[src/rtl/cyber_opponent_core_if.sv]
// Signal bundle between the board/game logic and the computer-opponent core.
//   threshold : difficulty value driven by the switches (comparator operand a)
//   bcd       : digit to show on the HEX display
//   q         : current LFSR state (comparator operand b)
//   lfsr_out  : feedback bit that shifts into q on the next clock
//   push      : opponent push request, threshold > q
//   leds      : active-low segments {g,f,e,d,c,b,a}
// master = the surrounding board/game logic, slave = the core.
interface cyber_opponent_core_if #(
    parameter int unsigned WIDTH = 10
);
    logic [WIDTH-1:0] threshold;
    logic [3:0]       bcd;
    logic [WIDTH-1:0] q;
    logic             lfsr_out;
    logic             push;
    logic [6:0]       leds;

    modport master (
        output threshold,
        output bcd,
        input  q,
        input  lfsr_out,
        input  push,
        input  leds
    );

    modport slave (
        input  threshold,
        input  bcd,
        output q,
        output lfsr_out,
        output push,
        output leds
    );
endinterface

[src/rtl/cyber_opponent_core.sv]
// Computer-opponent datapath for the tug-of-war game.
//   - Free-running maximal-length XNOR LFSR; all-zeros is the reset state,
//     all-ones is the unreachable lock-up state.
//   - Unsigned comparator: push = threshold > q.
//   - Independent BCD to 7-segment decoder (active-low, gfedcba).
// Ports:
//   clk   : game clock, all state on rising edge
//   reset : asynchronous, active-low reset (clears the LFSR to 0)
//   bus   : slave side of cyber_opponent_core_if (threshold, bcd in;
//           q, lfsr_out, push, leds out)
// WIDTH must match the interface instance and lie in 3..12.
module cyber_opponent_core #(
    parameter int unsigned WIDTH = 10
) (
    input  logic                 clk,
    input  logic                 reset,
    cyber_opponent_core_if.slave bus
);

    // XNOR tap positions for each supported width, bit i = tap position i+1.
    function automatic logic [11:0] tap_mask(input int unsigned w);
        case (w)
            3:       tap_mask = 12'b0000_0000_0110;
            4:       tap_mask = 12'b0000_0000_1100;
            5:       tap_mask = 12'b0000_0001_0100;
            6:       tap_mask = 12'b0000_0011_0000;
            7:       tap_mask = 12'b0000_0110_0000;
            8:       tap_mask = 12'b0000_1011_1000;
            9:       tap_mask = 12'b0001_0001_0000;
            10:      tap_mask = 12'b0010_0100_0000;
            11:      tap_mask = 12'b0101_0000_0000;
            12:      tap_mask = 12'b1000_0010_1001;
            default: tap_mask = 12'b0000_0000_0000;
        endcase
    endfunction

    localparam logic [11:0]      TapsAll = tap_mask(WIDTH);
    localparam logic [WIDTH-1:0] Taps    = TapsAll[WIDTH-1:0];

    logic [WIDTH-1:0] lfsr_q;
    logic [WIDTH-1:0] lfsr_d;
    logic             feedback;

    // Reduction XNOR over the masked taps; untapped bits contribute zeros.
    always_comb begin
        feedback = ~(^(lfsr_q & Taps));
        lfsr_d   = {lfsr_q[WIDTH-2:0], feedback};
    end

    always_ff @(posedge clk or negedge reset) begin
        if (!reset) begin
            lfsr_q <= '0;
        end else begin
            lfsr_q <= lfsr_d;
        end
    end

    assign bus.q        = lfsr_q;
    assign bus.lfsr_out = feedback;
    assign bus.push     = (bus.threshold > lfsr_q);

    // Active-low segments, blank for non-decimal codes.
    always_comb begin
        bus.leds = 7'b111_1111;
        case (bus.bcd)
            4'd0:    bus.leds = 7'b100_0000;
            4'd1:    bus.leds = 7'b111_1001;
            4'd2:    bus.leds = 7'b010_0100;
            4'd3:    bus.leds = 7'b011_0000;
            4'd4:    bus.leds = 7'b001_1001;
            4'd5:    bus.leds = 7'b001_0010;
            4'd6:    bus.leds = 7'b000_0010;
            4'd7:    bus.leds = 7'b111_1000;
            4'd8:    bus.leds = 7'b000_0000;
            4'd9:    bus.leds = 7'b001_0000;
            default: bus.leds = 7'b111_1111;
        endcase
    end

endmodule

[src/flat_wrapper.sv]
// flat-port wrapper written by rule: the top's interface ports become plain ports
module cyber_opponent_core_flat 
#(
    parameter int unsigned WIDTH = 10
)
  (clk, reset, bus_threshold, bus_bcd, bus_q, bus_lfsr_out, bus_push, bus_leds);
  cyber_opponent_core_if #(.WIDTH(WIDTH)) bus_i ();
  input  logic clk;
  input  logic reset;
  input wire logic [$bits(bus_i.threshold)-1:0] bus_threshold;
  input wire logic [$bits(bus_i.bcd)-1:0] bus_bcd;
  output wire logic [$bits(bus_i.q)-1:0] bus_q;
  output wire logic [$bits(bus_i.lfsr_out)-1:0] bus_lfsr_out;
  output wire logic [$bits(bus_i.push)-1:0] bus_push;
  output wire logic [$bits(bus_i.leds)-1:0] bus_leds;
  assign bus_i.threshold = bus_threshold;
  assign bus_i.bcd = bus_bcd;
  assign bus_q = bus_i.q;
  assign bus_lfsr_out = bus_i.lfsr_out;
  assign bus_push = bus_i.push;
  assign bus_leds = bus_i.leds;
  cyber_opponent_core #(.WIDTH(WIDTH)) u_core (.clk(clk), .reset(reset), .bus(bus_i));
endmodule
[config.mk]
export PLATFORM = sky130hd
export DESIGN_NAME = cyber_opponent_core_flat
export DESIGN_NICKNAME = d
export VERILOG_FILES = /design/src/rtl/cyber_opponent_core_if.sv /design/src/rtl/cyber_opponent_core.sv /design/src/flat_wrapper.sv
export SDC_FILE = /design/constraint.sdc
export NUM_CORES = 1
export LEC_CHECK = 0
export CAP_MARGIN = 5
export CORE_MARGIN = 2
export CORE_UTILIZATION = 44
export CTS_BUF_LIST = sky130_fd_sc_hd__clkbuf_4 sky130_fd_sc_hd__clkbuf_8
export DETAILED_ROUTE_END_ITERATION = 8
export PLACE_DENSITY = 0.95
export SLEW_MARGIN = 25
export SYNTH_ARGS = -nofsm -noshare
export SYNTH_HDL_FRONTEND = slang
export SYNTH_SLANG_ARGS = --single-unit
[constraint.sdc]
create_clock -name clk -period 3.9 [get_ports clk]
set_input_delay 0.585 -clock clk [delete_from_list [all_inputs] [get_ports clk]]
set_output_delay 0.585 -clock clk [all_outputs]
set_load 0.005 [all_outputs]
==> results of run 1 <==
## per-layer routing
layer | global-route usage | share of wire | vias up
met5 | 0 | 0 | -
met4 | 0.05455 | 0.0074 | 0
met3 | 0.1083 | 0.056 | 2
met2 | 0.4235 | 0.57 | 26
met1 | 0.2455 | 0.37 | 331
li1 | - | - | 335
## placed cells by master, fill, tap and decap left out
cell type / instances
nand2b_1: 2
a31oi_1: 1
a22oi_1: 1
nand2_1: 2
nand4_1: 2
o21ai_0: 3
a21oi_1: 9
dfrtp_1: 10
nor3_1: 1
nand3_1: 2
clkdlybuf4s50_1: 34
clkbuf_4: 3
a211oi_2: 1
nor2_1: 9
inv_1: 15
a21o_1: 1
ha_1: 15
o41a_1: 1
or2_2: 1
xnor2_1: 1
## worst max-delay path by stage
stage	from	endpoint	slack, ns	cells after the start
2_1_floorplan	bus_threshold[7]	bus_push	1.78	4
3_3_place_gp	bus_threshold[7]	bus_push	0.89	6
4_1_cts	bus_threshold[7]	bus_push	0.87	6
5_1_grt	bus_bcd[1]	bus_leds[0]	0.75	7
6_report	bus_threshold[7]	bus_push	0.87	6
3_5_place_dp	bus_bcd[1]	bus_leds[0]	0.87	7
## kinds of logic after synthesis
group	share of synthesized area
AO/OA/AOI/OAI	0.1500
XOR/XNOR	0.01250
adder cells (fa/ha/maj)	0.2679
buffers and inverters	0.08749
flip-flops	0.3571
AND/OR/NAND/NOR	0.1250
## critical path: stages
cell and delay [ns]:
clkdlybuf4s50_1 0.41, ha_1 0.31, a211oi_2 0.22, nor2_1 0.07, o41a_1 0.40, clkdlybuf4s50_1 0.45
## power groups by stage
stage | registers (W) | logic (W) | clock network (W)
floorplan | 0.000106 | 0.0000236 | 0
global placement | 0.000106 | 0.0000582 | 0
detailed placement | 0.000106 | 0.0000618 | 0
CTS | 0.000104 | 0.0000621 | 0.0000736
global route | 0.000104 | 0.0000684 | 0.0000804
finish | 0.000104 | 0.0000618 | 0.0000714
## layout make-up
class / instances / area, um^2
Clock buffer: 3 / 22.52
Multi-Input combinational cell: 52 / 389.1
Inverter: 15 / 56.30
Sequential cell: 10 / 250.2
Fill cell: 116 / 427.9
Timing Repair Buffer: 34 / 340.3
Tap cell: 16 / 20.02
## stage by stage
stage               cell area (um^2)  setup slack, ns  cells
floorplan                      700.7            1.777     78
global placement                1056           0.8920    127
detailed placement              1056           0.8723    127
CTS                             1079           0.8678    130
global route                    1079           0.7522    130
finish                          1079           0.8700    130
==> impl_metrics.tcl, run 1 <==
set metrics [dict create \
    status "finished, final reports clean" \
    hold_path.class "register to register" \
    seq_area_frac_synth 0.3571 \
    yosysWarnings 0 \
    crit_arrival_ns 2.44 \
    cts_sinks 10 \
    synthDistinctLibCells 19 \
    p_total_w 0.0002369 \
    drive_gt1_frac 0.04386 \
    timing.rr.start "u_core.bus.q[6]" \
    min_to "u_core.bus.q[2]" \
    die_x_um 43.91 \
    synth_top_area_share 0.3571 \
    peakVddDrop_uv 280.8 \
    p_comb_frac 0.261 \
    clk_latency_ns 0.27 \
    worstSetupEndpointType "output pin" \
    seqPwrFrac 0.438 \
    cts_resized 0 \
    syn_area_um2 700.7 \
    postSynthCellCount 78 \
    drt-vias-per-instance 5.338 \
    hold_viol_final 0 \
    yosysTopAreaCell "dfrtp_1" \
    place_congestion 0.8289 \
    syn_to_final_growth_pct 53.93 \
    rows 14 \
    power_density_nw_per_um2 219.7 \
    p_leak_nw 0.5073 \
    switchingPower_w 0.00006121 \
    cts_root_buffer "clkbuf_4" \
    h-tree-depth 1 \
    post-route-min-period_ns 3.030 \
    finalSetupViolCount 0 \
    grt_pass1_vias 733 \
    hold_start "u_core.bus.q[1]" \
    tritoncts "yes" \
    grtUsageTotal 0.2348 \
    syn_nets 109 \
    ys_top_cells_by_count "ha_1, inv_1, dfrtp_1" \
    grt-ovfl-total 0 \
    synth-edff-count 0 \
    slew_violations 0 \
    relSlewSlack 0.6883 \
    grt_max_degree 13 \
    skew_ns 0.005793 \
    holdBufCountCts 0 \
    clockBufferDepth 2 \
    p_sw_frac 0.2584 \
    yosys_register_bits 10 \
    period_share 0.7769 \
    syn_area_per_cell_um2 8.983 \
    dr.pass1.iters 4 \
    die_area_um2 1928 \
    synthArstFlopShare 1.000 \
    crit_type "input port to output pin" \
    synth_ff_type "dfrtp_1" \
    r2r_setup_slack_ns 3.18 \
    p_int_w 0.0001757 \
    drt_iter0_markers 14 \
    fin_worst_hold_slack_ns 0.4003 \
    clkPwrFrac 0.302 \
    max_freq_mhz 330.0 \
    wl_um 1895 \
    finalSetupTns_ns 0 \
    nNetsFinal 147 \
    final_util 0.7159 \
    reg2reg_depth 1 \
    clkTransAtPathRegs_ns 0.06 \
    dieHeight_um 43.91 \
    diodes 0 \
    place_hpwl_um 1566 \
    grt_pass1_wl_um 3180 \
    drc 0 \
    antenna_found_initial 0 \
    start_util 0.4651 \
    core_um2 1506 \
    io_buffers 34 \
    whs_path_depth 0 \
    worstSetupStartpointType "input port" \
    maxCapViolCount 0 \
    synthTopCellsByArea "dfrtp_1, ha_1, inv_1" \
    vias 694 \
    post_cts_buffers 0 \
    wl_per_cell_um 14.58 \
    rsz0062_at_grt "no" \
    ant_nets 0 \
    io_pins 35 \
    largest_register_ff_count 10 \
    r2r-end "u_core.bus.q[0]" \
    worstPathRequired_ns 3.31 \
    worst_pin_slew_ns 0.4660 \
    cts_made_buffers 3 \
    cp_max_fo 2 \
]
Note: power is estimated with default switching activity, not from simulation.
==> run 2: changes to the inputs <==
--- a/config.mk
+++ b/config.mk
@@ -7,10 +7,10 @@
 export LEC_CHECK = 0
 export CAP_MARGIN = 5
 export CORE_MARGIN = 2
-export CORE_UTILIZATION = 44
+export CORE_UTILIZATION = 37
 export CTS_BUF_LIST = sky130_fd_sc_hd__clkbuf_4 sky130_fd_sc_hd__clkbuf_8
 export DETAILED_ROUTE_END_ITERATION = 8
-export PLACE_DENSITY = 0.95
+export PLACE_DENSITY = 0.89
 export SLEW_MARGIN = 25
 export SYNTH_ARGS = -nofsm -noshare
 export SYNTH_HDL_FRONTEND = slang
==> constraint.sdc (replaced) <==
create_clock -name clk -period 2.4 [get_ports clk]
set_input_delay 0.36 -clock clk [delete_from_list [all_inputs] [get_ports clk]]
set_output_delay 0.36 -clock clk [all_outputs]
set_load 0.005 [all_outputs]
==> impl_metrics.tcl, run 2 (same netlist as run 1, synthesis figures left out) <==
set metrics [dict create \
    grtUsageTotal 0.2123 \
    core_um2 1745 \
    final_cell_mix "clkdlybuf4s50_1, inv_1, ha_1" \
    h-tree-depth 1 \
    wl_um 2118 \
    worstSetupStartpointType "input port" \
    die_x_um 47.52 \
    worst_pin_slew_ns 0.4556 \
    cts_root_buffer "clkbuf_4" \
    worstSetupEndpointType "output pin" \
    cts_made_buffers 3 \
    finalSetupViolCount 0 \
    grt_pass1_vias 705 \
    worstPathRequired_ns 2.04 \
    vias 716 \
    relSlewSlack 0.6953 \
    io_pins 35 \
    final_area_um2 1155 \
    crit_type "input port to output pin" \
    wl_per_cell_um 14.71 \
    crit_arrival_ns 1.93 \
    cp_max_fo 2 \
    p_leak_nw 0.5732 \
    p_total_w 0.0004245 \
    syn_to_final_growth_pct 64.82 \
    rows 15 \
    power_density_nw_per_um2 367.5 \
    fin_cells 144 \
    drc 0 \
    cts_sinks 10 \
    rsz0062_at_grt "no" \
    slew_violations 0 \
    clockBufferDepth 2 \
    dr.pass1.iters 4 \
    final_common_cell "clkdlybuf4s50_1" \
    max_freq_mhz 435.8 \
    dp.cells 140 \
    start_util 0.4014 \
    nNetsFinal 151 \
    tritoncts "yes" \
    clkTransAtPathRegs_ns 0.07 \
    die_area_um2 2258 \
    ant_nets 0 \
    dieHeight_um 47.52 \
    diodes 0 \
    antenna_found_initial 0 \
    hold_viol_final 0 \
    io_buffers 34 \
    grt_max_degree 12 \
    grt_pass1_wl_um 3194 \
    largest_register_ff_count 10 \
    period_share 0.9560 \
    grt-ovfl-total 0 \
    post-route-min-period_ns 2.294 \
    post_dp_cell_area_um2 1097 \
    holdBufCountCts 0 \
    skew_ns 0.006360 \
    clk_latency_ns 0.27 \
    place_hpwl_um 1623 \
    status "finished, final reports clean" \
    maxCapViolCount 0 \
    drive_gt1_frac 0.1176 \
    drt_iter0_markers 14 \
    place_congestion 0.7681 \
    drt-vias-per-instance 4.972 \
    hold_path.class "input port to async pin" \
    peakVddDrop_uv 298.5 \
]
## run 2: area by class of cell
type	instances	area, um^2
Clock buffer	4	36.28
Fill cell	142	590.6
Inverter	15	56.30
Multi-Input combinational cell	52	405.4
Sequential cell	10	250.2
Tap cell	25	31.28
Timing Repair Buffer	38	375.4
## run 2: critical path, stage by stage
cell and delay, ns:
clkdlybuf4s50_1 0.50, ha_4 0.21, a211oi_2 0.22, nor2_1 0.08, o41a_1 0.43, clkbuf_2 0.13
## run 2: per-stage QoR
stage                     hold WS (ns)  setup WS (ns)  TNS (ns)  utilization
after floorplan                0.06441         0.6699         0            -
after global placement          0.3884        -0.1408   -0.1678       0.6287
after detailed placement        0.3932        -0.1979   -0.3580       0.6287
after CTS                       0.4121    0.000001998         0       0.6566
after global routing            0.4256        0.07610         0       0.6616
final                           0.4041         0.1055         0       0.6616
## run 2: report_power, final
part           leakage, nW  internal (W)  total (W)  switching, W
logic                0.425     0.0000591   0.000104     0.0000447
clock network       0.0210     0.0000922   0.000152     0.0000600
registers            0.127      0.000168   0.000168             0
## run 2: layer usage
layer | GRT usage | share of wire
met1 | 0.2297 | 0.36
met2 | 0.3649 | 0.55
met3 | 0.09434 | 0.056
met4 | 0.07778 | 0.027
met5 | 0 | 0
## run 2: timing repair
item	CTS	global route
resized for setup	5	8
pin swaps	1	0
endpoints found under the hold margin	0	0
buffers inserted	0	0
endpoints found under the setup margin	5	5
## run 2: worst paths after layout
path,startpoint,to,slack [ns],cells after the start
hold / removal,reset,u_core.bus.q[5],0.40,1
min in group clk,u_core.bus.q[3],u_core.bus.q[4],0.40,0
max in group asynchronous,reset,u_core.bus.q[8],1.68,1
hold reg to reg,u_core.bus.q[3],u_core.bus.q[4],0.40,0
setup reg to reg,u_core.bus.q[6],u_core.bus.q[0],1.67,1
setup / recovery,bus_threshold[7],bus_push,0.11,6
==> patch 1: new RTL, settings of run 2 <==
`WIDTH` is set to 10 in 3 places; all go to 9.
--- a/src/rtl/cyber_opponent_core_if.sv
+++ b/src/rtl/cyber_opponent_core_if.sv
@@ -7,7 +7,7 @@
 //   leds      : active-low segments {g,f,e,d,c,b,a}
 // master = the surrounding board/game logic, slave = the core.
 interface cyber_opponent_core_if #(
-    parameter int unsigned WIDTH = 10
+    parameter int unsigned WIDTH = 9
 );
     logic [WIDTH-1:0] threshold;
     logic [3:0]       bcd;
--- a/src/rtl/cyber_opponent_core.sv
+++ b/src/rtl/cyber_opponent_core.sv
@@ -10,7 +10,7 @@
 //           q, lfsr_out, push, leds out)
 // WIDTH must match the interface instance and lie in 3..12.
 module cyber_opponent_core #(
-    parameter int unsigned WIDTH = 10
+    parameter int unsigned WIDTH = 9
 ) (
     input  logic                 clk,
     input  logic                 reset,
--- a/src/flat_wrapper.sv
+++ b/src/flat_wrapper.sv
@@ -1,7 +1,7 @@
 // flat-port wrapper written by rule: the top's interface ports become plain ports
 module cyber_opponent_core_flat 
 #(
-    parameter int unsigned WIDTH = 10
+    parameter int unsigned WIDTH = 9
 )
   (clk, reset, bus_threshold, bus_bcd, bus_q, bus_lfsr_out, bus_push, bus_leds);
   cyber_opponent_core_if #(.WIDTH(WIDTH)) bus_i ();
Ports: changed (resized bus_q and bus_threshold); port bits go from 35 to 33. No check against the original RTL was run, so the function may have changed too.
==> patch 1 against run 2 <==
Clock skew shrank 0.0015 ns. Worst setup slack lost 0.097 ns. Synthesized cell count shrank 5.1%. Total power shrank 8.5%. Die area shrank 6.7%. Utilization grew 0.057 points. Area after synthesis shrank 7.3%. Routed wire length shrank 7.4%. Final area shrank 3.1%. Sequential cell count shrank 1. Largest power group unchanged. Highest routed layer unchanged.
==> patch 1: results (changes against run 2) <==
[critical_path]
r2r-start=u_core.bus.q[4]$_DFF_PN0_
critPathLaunch=bus_threshold[2]
worstRegToRegCells=2  ; +1

[status]
outcome=finished, final reports clean

[global_routing]
grt_pass1_vias=693  ; -1.7%
met3_usage=0.0794  ; -0.0150
grt.total_usage=0.209  ; -0.00304
grt_max_degree=10  ; -2
use_met1=0.207  ; -0.0229
grt_pass1_wl_mm=3.04  ; -4.9%

[placed_design]
place_congestion=0.791  ; +2.9%
place_area_sq_um=1030  ; -6.0%
dp_slack_ns=-0.306  ; -0.108 ns
hpwl_mm=1.55  ; -4.4%

[final_layout]
largest_register_ff_count=9  ; -1
nNetsFinal=146  ; -3.3%

[synthesis]
syn_avg_cell_area_sq_um=8.78  ; -2.3%
ys_types=17  ; -2
syn_nets=103  ; -5.5%
ys_seq_area_frac=0.347  ; -0.0103
ys_top_cells_by_count=ha_1 (14), inv_1 (14), a21oi_1 (9), dfrtp_1 (9), nor2_1 (9)
synthTopCellsByArea=dfrtp_1 (35%), ha_1 (27%), inv_1 (8.1%)

[sta]
hold_slack_ns=0.392  ; -0.0125 ns
finalClockSkew_ns=0.00490  ; -0.00146 ns
max_slew_margin=0.730  ; +0.0351
worst_slack_ns=0.00849  ; -0.0970 ns

[power_and_ir_drop]
p_leak_nw=0.550  ; -4.0%
vdd_drop_max_uv=421  ; +41%

[detailed_routing]
routedLengthMet1_um=692  ; -10%
wl_met3_um=73  ; -38%
viasPerCell=5.16  ; +3.7%
routed-wl-met2_mm=1.17  ; +0.26%

patch 1: area by class of cell:
type	instances	area, sq um	share of cell area
multi-input cells	50	413	0.369
inverters	14	52.6	0.0470
flip-flops and latches	9	225	0.201
clock buffers	4	30.0	0.0268
well taps	17	21.3	0.0190
repair buffers	39	377	0.337
patch 1: what timing repair did:
item	in CTS	in global routing
endpoints found under the hold margin	0	0
pin swaps	2	2
gates resized for setup	9	5
setup endpoints to repair	5	5
buffers inserted	0	1
patch 1: kinds of logic after synthesis:
group / synth area share
simple gates: 0.125
compound gates: 0.156
buf+inv: 0.0886
fa+ha+maj: 0.270
flops: 0.347
xor+xnor: 0.0135
patch 1: power by group:
part | internal [mW] | switching, mW
Sequential | 0.152 | 0
Combinational | 0.0633 | 0.0462
Clock | 0.0753 | 0.0518
patch 1: worst max-delay path, delay by kind of cell:
family,cells,cell delay (ns)
buffers and inverters,2,0.77
AOI/OAI and AO/OA,4,0.69
adders and majority gates,1,0.21
==> patch 2: new RTL, flow settings as in run 2 <==
Without the edit above. Reset style: synchronous (`reset`), changed in one clocked block. Comments in the files are not updated.
--- a/src/rtl/cyber_opponent_core.sv
+++ b/src/rtl/cyber_opponent_core.sv
@@ -47,7 +47,7 @@
         lfsr_d   = {lfsr_q[WIDTH-2:0], feedback};
     end
 
-    always_ff @(posedge clk or negedge reset) begin
+    always_ff @(posedge clk) begin
         if (!reset) begin
             lfsr_q <= '0;
         end else begin
Check against the original RTL: differs if reset is asserted again (counterexample within 4 cycles, from zero or initial values and one cycle with reset low); with reset held inactive, the same outputs for 10 cycles.
==> patch 2 against run 2 <==
Worst setup slack worse by 0.086 ns. Sequential cell count stayed put. Total power is 5.7% lower. Final area rose by 0.11%. Sequential share of layout area fell by 4.4 points. Utilization is 0.63 points lower. Global-route usage is 4.8 points lower. Area after synthesis rose by 1.8%. Routed wire length fell by 17%. Clock skew shrank 0.0051 ns.
==> patch 2: results (changes against run 2) <==
[synthesis]
syn_nets=119  ; +9.2%
ys_types=20  ; +1
synthArstFlopShare=0  ; -1.00
ys.flop_type=dfxtp_1
ys_seq_area_frac=0.281  ; -0.0764
synthTopCellsByArea=dfxtp_1 (28%), ha_1 (26%), and2_1 (8.8%)

[sta]
tightest_slew_ns=0.246  ; -0.210 ns
hold_slack_ns=0.490  ; +0.0862 ns
finalClockSkew_ns=0.00126  ; -0.00510 ns

[global_routing]
antenna_found_initial=0  ; unchanged
grt_pass1_vias=634  ; -10%
grt.total_usage=0.164  ; -0.0482
grt_max_degree=11  ; -1
grt_pass1_wl_mm=2.62  ; -18%
met3_usage=0.0604  ; -0.0340
grtUsageMet2=0.285  ; -0.0795

[clock_network]
clk_latency_ns=0.25  ; -0.02 ns
cts_root_buf=clkbuf_4

[placed_design]
place_congestion=0.762  ; -0.86%
hpwl_mm=1.40  ; -14%

[critical_path]
r2r-start=u_core.bus.q[6]$_SDFF_PN0_
worstRegToRegCells=2  ; +1
arrival_ns=2.02  ; +0.09 ns
rrSetupSlack_ns=1.64  ; -0.03 ns
regToRegEndpoint=u_core.bus.q[0]$_SDFF_PN0_

[power_and_ir_drop]
p_sw_mw=0.101  ; -3.8%
vdd_drop_max_uv=314  ; +5.3%
p_leak_nw=0.506  ; -12%

[final_layout]
n_fill_cell=156  ; +9.9%
drive_above_1_share=0.0859  ; -0.0317
nNetsFinal=161  ; +6.6%

[detailed_routing]
wl_per_cell_um=11.5  ; -21%
viasPerCell=4.60  ; -7.5%
drt_iter0_markers=9  ; -5

[min_path]
hp-class=reg2reg
hp-start=u_core.bus.q[7]$_SDFF_PN0_

[status]
outcome=finished, final reports clean

-- patch 2: cell count changes after synthesis --
cell            run 2  this run
and2_1              0        10
dfrtp_1            10         0
dfxtp_1             0        10
-- patch 2: power by group through the flow --
stage          logic (mW)  registers, mW  clock network, mW
3_5_place_dp        0.121          0.176                  0
6_report            0.120          0.173              0.108
2_1_floorplan      0.0480          0.176                  0
4_1_cts             0.122          0.172              0.110
5_1_grt             0.133          0.173              0.119
3_3_place_gp        0.117          0.176                  0
-- patch 2: layout make-up --
cell class	instances	area (sq um)	area share
multi-input combinational	62	468	0.405
tap	25	31.3	0.0271
inverter	15	56.3	0.0487
clock buffer	3	22.5	0.0195
timing repair buffer	38	378	0.327
sequential	10	200	0.173
-- patch 2: cell families (layout without fill, tap and decap cells) --
kind of cell / after synthesis / after routing / synth area share
and+or+nand+nor: 29 / 29 / 0.211
AOI/OAI and AO/OA: 17 / 17 / 0.147
buffers and inverters: 16 / 56 / 0.0860
adders and majority gates: 15 / 15 / 0.263
DFF: 10 / 10 / 0.281
xor gates and xnor gates: 1 / 1 / 0.0123
-- patch 2: how the worst max path moves through the flow --
| stage | startpoint | end | slack (ns) | depth (start not counted) |
|---|---|---|---|---|
| 3_3_place_gp | bus_threshold[7] | bus_push | -0.15 | 6 |
| 5_1_grt | bus_threshold[7] | bus_push | 0.006 | 6 |
| 6_report | bus_threshold[7] | bus_push | 0.02 | 6 |
| 4_1_cts | bus_bcd[1] | bus_leds[0] | 0.008 | 7 |
| 2_1_floorplan | u_core.bus.q[7]$_SDFF_PN0_ | bus_push | 0.69 | 5 |
| 3_5_place_dp | bus_threshold[7] | bus_push | -0.18 | 6 |
-- patch 2: critical path: stages --
cell and delay, ns:
clkdlybuf4s50_1 0.50, ha_4 0.21, a211oi_2 0.20, nor2_1 0.07, o41a_1 0.40, dlygate4sd2_1 0.27
-- patch 2: through the flow --
step / std cells / setup WS, ns / total power [mW] / area, sq um
floorplan: 88 / 0.691 / 0.224 / 713
global placement: 150 / -0.152 / 0.293 / 1110
detailed placement: 150 / -0.179 / 0.297 / 1110
CTS: 153 / 0.00754 / 0.404 / 1150
global route: 153 / 0.00607 / 0.425 / 1160
finish: 153 / 0.0198 / 0.400 / 1160
-- patch 2: metal layers --
metal / share of wire / routed length, um
met1: 0.43 / 762
met2: 0.47 / 839
met3: 0.089 / 157
met4: 0.0040 / 7
met5: 0 / 0
-- patch 2: what timing repair did --
action                                  in CTS  in global routing
gates resized for setup                      4                  4
setup buffers                                0                  0
pin swaps                                    1                  1
endpoints found under the hold margin        0                  0
endpoints found under the setup margin       3                  4
